==> config.mk <==
export PLATFORM = sky130hd
export DESIGN_NAME = hyperram_req_sequencer
export DESIGN_NICKNAME = d
export VERILOG_FILES = /design/src/rtl/hyperram_req_sequencer.sv
export SDC_FILE = /design/constraint.sdc
export NUM_CORES = 1
export LEC_CHECK = 0
export ABC_AREA = 1
export CORE_ASPECT_RATIO = 0.75
export CORE_MARGIN = 1
export CORE_UTILIZATION = 38
export DETAILED_ROUTE_END_ITERATION = 10
export PLACE_DENSITY = 0.78
export SKIP_CTS_REPAIR_TIMING = 1
export SLEW_MARGIN = 25
export SYNTH_ARGS = -nofsm -noshare
export SYNTH_HDL_FRONTEND = slang
export SYNTH_SLANG_ARGS = --single-unit
==> constraint.sdc <==
create_clock -name iClk -period 1.5 [get_ports iClk]
set_input_delay 0.225 -clock iClk [delete_from_list [all_inputs] [get_ports iClk]]
set_output_delay 0.225 -clock iClk [all_outputs]
set_load 0.02 [all_outputs]
==> src/rtl/hyperram_req_sequencer.sv <==
// Sequencer in front of the HyperRAM controller: runs the power-up reset (plus an optional ID
// check), then turns single host read/write commands into timed controller operations.
// Optional ID check is built when HYPERRAM_ID_CHECK_EN is defined.
module hyperram_req_sequencer #(
  parameter int          TIMEOUT_CYC = 1023,
  parameter logic [31:0] EXPECTED_ID = 32'h0C81_0C81,
  parameter int          ADDR_W      = 32
) (
  input  logic              iClk,
  input  logic              iRst,
  input  logic              iCmdValid,
  output logic              oCmdReady,
  input  logic              iCmdWrite,
  input  logic [ADDR_W-1:0] iCmdAddr,
  input  logic [31:0]       iCmdWrData,
  output logic              oRspValid,
  output logic              oRspErr,
  output logic [31:0]       oRspData,
  output logic              oInitDone,
  output logic              oErrTimeout,
  output logic              oErrId,
  output logic              oCtrlEn,
  output logic [1:0]        oCtrlOpReq,
  input  logic              iCtrlOpDone,
  output logic [ADDR_W-1:0] oCtrlAddr,
  output logic [31:0]       oCtrlWrData,
  input  logic [31:0]       iCtrlRdData
);

  localparam int            TW         = $clog2(TIMEOUT_CYC + 1);
  localparam logic [TW-1:0] TIMER_LAST = TW'(TIMEOUT_CYC - 1);

  typedef enum logic [2:0] {
    S_INIT_RST, S_INIT_ID, S_IDLE, S_WR, S_RD, S_HOLD, S_ERR
  } state_t;

  // Remembers which operation S_HOLD is finishing so it knows where to go next.
  typedef enum logic [1:0] {H_RST, H_ID, H_CMD} hold_t;

  state_t        state;
  hold_t         hold_kind;
  logic [TW-1:0] timer;
  logic          timed_out;

  assign timed_out = (timer == TIMER_LAST);

`ifndef HYPERRAM_ID_CHECK_EN
  logic [31:0] id_check_unused;
  assign id_check_unused = EXPECTED_ID;
`endif

  always_ff @(posedge iClk) begin
    if (iRst) begin
      state       <= S_INIT_RST;
      hold_kind   <= H_RST;
      timer       <= '0;
      oCmdReady   <= 1'b0;
      oRspValid   <= 1'b0;
      oRspErr     <= 1'b0;
      oRspData    <= 32'h0;
      oInitDone   <= 1'b0;
      oErrTimeout <= 1'b0;
      oErrId      <= 1'b0;
      oCtrlEn     <= 1'b0;
      oCtrlOpReq  <= 2'b00;
      oCtrlAddr   <= '0;
      oCtrlWrData <= 32'h0;
    end else begin
      oRspValid <= 1'b0;
      oRspErr   <= 1'b0;
      case (state)
        // Init ops enter with oCtrlEn low; the first cycle here issues the op.
        S_INIT_RST: begin
          if (!oCtrlEn) begin
            oCtrlEn    <= 1'b1;
            oCtrlOpReq <= 2'b00;
            timer      <= '0;
          end else if (iCtrlOpDone) begin
            state     <= S_HOLD;
            hold_kind <= H_RST;
          end else if (timed_out) begin
            oCtrlEn     <= 1'b0;
            oErrTimeout <= 1'b1;
            state       <= S_ERR;
          end else begin
            timer <= timer + 1'b1;
          end
        end
`ifdef HYPERRAM_ID_CHECK_EN
        S_INIT_ID: begin
          if (!oCtrlEn) begin
            oCtrlEn    <= 1'b1;
            oCtrlOpReq <= 2'b01;
            timer      <= '0;
          end else if (iCtrlOpDone) begin
            if (iCtrlRdData == EXPECTED_ID) begin
              state     <= S_HOLD;
              hold_kind <= H_ID;
            end else begin
              oErrId  <= 1'b1;
              oCtrlEn <= 1'b0;
              state   <= S_ERR;
            end
          end else if (timed_out) begin
            oCtrlEn     <= 1'b0;
            oErrTimeout <= 1'b1;
            state       <= S_ERR;
          end else begin
            timer <= timer + 1'b1;
          end
        end
`endif
        S_IDLE: begin
          if (iCmdValid && oCmdReady) begin
            oCtrlAddr   <= iCmdAddr;
            oCtrlWrData <= iCmdWrData;
            oCmdReady   <= 1'b0;
            oCtrlEn     <= 1'b1;
            oCtrlOpReq  <= iCmdWrite ? 2'b10 : 2'b11;
            state       <= iCmdWrite ? S_WR : S_RD;
            timer       <= '0;
          end else begin
            oCmdReady <= 1'b1;
          end
        end
        // Done is tested before the timeout so a late done still completes the command.
        S_WR, S_RD: begin
          if (iCtrlOpDone) begin
            oRspData  <= (state == S_RD) ? iCtrlRdData : 32'h0;
            state     <= S_HOLD;
            hold_kind <= H_CMD;
          end else if (timed_out) begin
            oCtrlEn     <= 1'b0;
            oErrTimeout <= 1'b1;
            oRspValid   <= 1'b1;
            oRspErr     <= 1'b1;
            oRspData    <= 32'h0;
            oCmdReady   <= 1'b1;
            state       <= S_IDLE;
          end else begin
            timer <= timer + 1'b1;
          end
        end
        S_HOLD: begin
          oCtrlEn <= 1'b0;
          case (hold_kind)
            H_RST: begin
`ifdef HYPERRAM_ID_CHECK_EN
              state <= S_INIT_ID;
`else
              state     <= S_IDLE;
              oInitDone <= 1'b1;
              oCmdReady <= 1'b1;
`endif
            end
            H_ID: begin
              state     <= S_IDLE;
              oInitDone <= 1'b1;
              oCmdReady <= 1'b1;
            end
            H_CMD: begin
              state     <= S_IDLE;
              oCmdReady <= 1'b1;
              oRspValid <= 1'b1;
            end
            default: state <= S_ERR;
          endcase
        end
        S_ERR: begin
          oCmdReady <= 1'b0;
          oCtrlEn   <= 1'b0;
          oInitDone <= 1'b0;
        end
        default: begin
          oCtrlEn <= 1'b0;
          state   <= S_ERR;
        end
      endcase
    end
  end

endmodule

==> flow_summary.ini <==
[final_layout]
fin_nets = 966
diodes = 0
area_growth_pct = 90.8
final_core_util_pct = 74.6
drive_above_1_share_pct = 22.3
nFillCells = 790
final_cell_area_um2 = 8700

[route]
drc_errors = 0
drt_wl_total_mm = 17.1
wire_per_inst_um = 16.5
vias = 5156
ant_nets = 0
drt_iter0_markers = 416
via_per_inst = 4.97
dr.pass1.iters = 7

[synth]
synth_edf_count = 0
synthAdderAreaFrac_pct = 0.549
ys.flop_type = dfxtp_1
synth_top_family_by_area = simple AND/OR/NAND/NOR gates
yosysWarnings = 0
yosysTopAreaCell = dfxtp_1
synth_top_area_share_pct = 51.8
synth_cell_types = 26
yosys.area_share.simple_pct = 27.8
synth_xor_area_share_pct = 0
synthTopCellsByCount = 164 x nor2_1, 123 x nand2_1, 118 x dfxtp_1
synth_compound_area_share_pct = 13.8
ys_seq_area_share_pct = 51.8
syn_inst = 620
yosys_register_bits = 118
async_flop_share_pct = 0
muxShareOfSynthArea_pct = 0
syn_area_per_cell_um2 = 7.35
synth.most_common_cell = nor2_1
syn_area_um2 = 4560
syn_nets = 723
ys_top_cells_by_area = dfxtp_1 52%, nor2_1 14%, nand2_1 10%

[clock_network]
tritoncts = yes
cts_buffers = 17
cts.sinks = 118
cts-root-buf = clkbuf_16
clk_pin_slew_worst_paths_ns = 0.06
clk_latency_ns = 0.41
htree_levels = 4
clockBufferDepth = 2

[critical_path]
worstPathArrival_ns = 1.97
r2r_end = state[2]$_SDFFE_PP0P_
crit_path_start_kind = register
regToRegStartpoint = state[1]$_SDFFE_PP0P_
crit_fanout = 5
rr_worst_depth = 10
cp-end-kind = register
path_class = reg2reg
cp_data_required_time_ns = 1.80
ff2ff_setup_slack_ns = -0.17

[timing]
fin_crit_sh_pct = 111
layout_min_cycle_time_ns = 1.67
holdWs_ns = 0.370
fin_skew_ns = 0.0111
rsz0062_at_grt = true
setup_viol = 105
slew_violations = 0
setup_ws_ns = -0.168
max_freq_mhz = 600
final-hold-violation-count = 0

[global_route]
antenna_found_initial = 0
grt_pass1_vias = 4595
grt_max_degree = 65
overflow = 0
grt_pass1_wl_mm = 22.1
grt_usage_pct = 22.3

[power]
power_frac_seq_pct = 31.2
power_density_nw_per_um2 = 1380
p_sw_share_pct = 32.0
clkPwrFrac_pct = 38.1
power_leakage_nw = 5.17
power_switching_mw = 3.84
p_int_mw = 8.15
peakVddDrop_mv = 1.11
combPwrFrac_pct = 30.7
fin_total_pwr_mw = 12.0

[floorplan]
ios = 206
die_h_um = 96.9
initial_core_util_pct = 39.1
core.rowCount = 34
die_w_um = 128
die_area_um2 = 12400
core_area_um2 = 11700

[placed_design]
dpl.hpwl_mm = 8.92
port_buffers = 204
placed_area_um2 = 6960
gp_congestion = 0.857

[job]
max_cap_violations = 0

[outcome]
violations = negative setup slack
status = complete, but fails checks

[min_path]
whs_path_depth = 3
min_path_type = in2reg
min_from = iCtrlRdData[19]
whs_endpoint = oRspData[19]$_SDFFE_PP0P_
-- registers in the layout, summed over array words and instances (netlist names) --
signal       count
oCtrlAddr       32
oCtrlWrData     32
oRspData        32
timer           10
state            3
oCtrlOpReq       2
hold_kind        1
oCmdReady        1
oCtrlEn          1
oErrTimeout      1
oInitDone        1
oRspErr          1
oRspValid        1
-- final cells by class --
cell class              instances  area [µm²]  share of cell area (%)
multi-input cells             446        2370                    27.3
clock buffers                  18         439                    5.05
clock inverters                14         224                    2.57
repair inverters                1        8.76                   0.101
well taps                     162         203                    2.33
repair buffers                256        2980                    34.3
inverters                      23        96.3                    1.11
flip-flops and latches        118        2380                    27.3
-- power groups by stage --
stage	Clock (mW)	Combinational, mW	Sequential (mW)
floorplan	0	1.19	4.04
detailed placement	0	2.84	3.73
CTS	4.59	2.87	3.67
finish	4.57	3.68	3.74
global placement	0	2.82	3.73
global route	4.79	3.90	3.78
-- worst max path at each step --
stage,slack (ns),end,cells after the start,startpoint
CTS,-0.24,oCtrlEn,1,oCtrlEn$_SDFFE_PP0P_
finish,-0.17,state[2]$_SDFFE_PP0P_,10,state[1]$_SDFFE_PP0P_
global route,-0.21,oCtrlAddr[15]$_SDFFE_PP0P_,8,state[0]$_SDFFE_PP0P_
detailed placement,-0.11,timer[5]$_SDFFE_PP0P_,9,iCmdValid
floorplan,0.07,timer[6]$_SDFFE_PP0P_,11,timer[0]$_SDFFE_PP0P_
global placement,-0.09,timer[1]$_SDFFE_PP0P_,9,iCmdValid
-- logic make-up after synthesis --
family / Yosys count
fa+ha+maj: 2
simple gates: 319
other cells: 1
buf+inv: 56
flops: 118
compound gates: 124
-- metrics by stage --
step | TNS, ns | std cells | worst slack [ns]
finish | -6.02 | 1038 | -0.168
global route | -11.51 | 1038 | -0.214
CTS | -9.60 | 1020 | -0.244
detailed placement | -5.89 | 988 | -0.107
global placement | -4.69 | 988 | -0.0949
floorplan | 0 | 620 | 0.0699
-- per-layer routing --
layer	track usage, %	vias to the layer above	share of wire, %
met5	0	-	0
met4	6.06	0	1.7
met3	8.57	30	7.8
met2	34.6	237	49
met1	28.6	2408	42
li1	-	2481	-
-- critical path, cell delays in order (launching register included) --
cell,delay (ns)
dfxtp_4,0.37
buf_4,0.15
buf_4,0.14
nor2_4,0.12
nand2_2,0.12
nand2_4,0.14
nor2_2,0.07
nand2_1,0.10
nand3_1,0.11
nor2_1,0.17
nor2_1,0.07
-- cells in the final DEF (no fill, tap or decap), types with 6 or more instances in the layout --
master	synthesis	final
nand2_1	123	107
nor2_1	164	109
buf_4	4	24
buf_12	0	9
nor2_4	2	33
inv_2	5	6
a21oi_1	49	45
o21ai_1	12	11
nand3_1	18	15
nand2_2	4	14
dlymetal6s2s_1	0	104
clkdlybuf4s50_1	0	100
dfxtp_1	118	113
clkbuf_16	0	25
nor2_2	5	29
inv_1	17	13
o21ai_0	59	58
buf_6	4	10
Note: power is estimated with default switching activity, not from simulation.
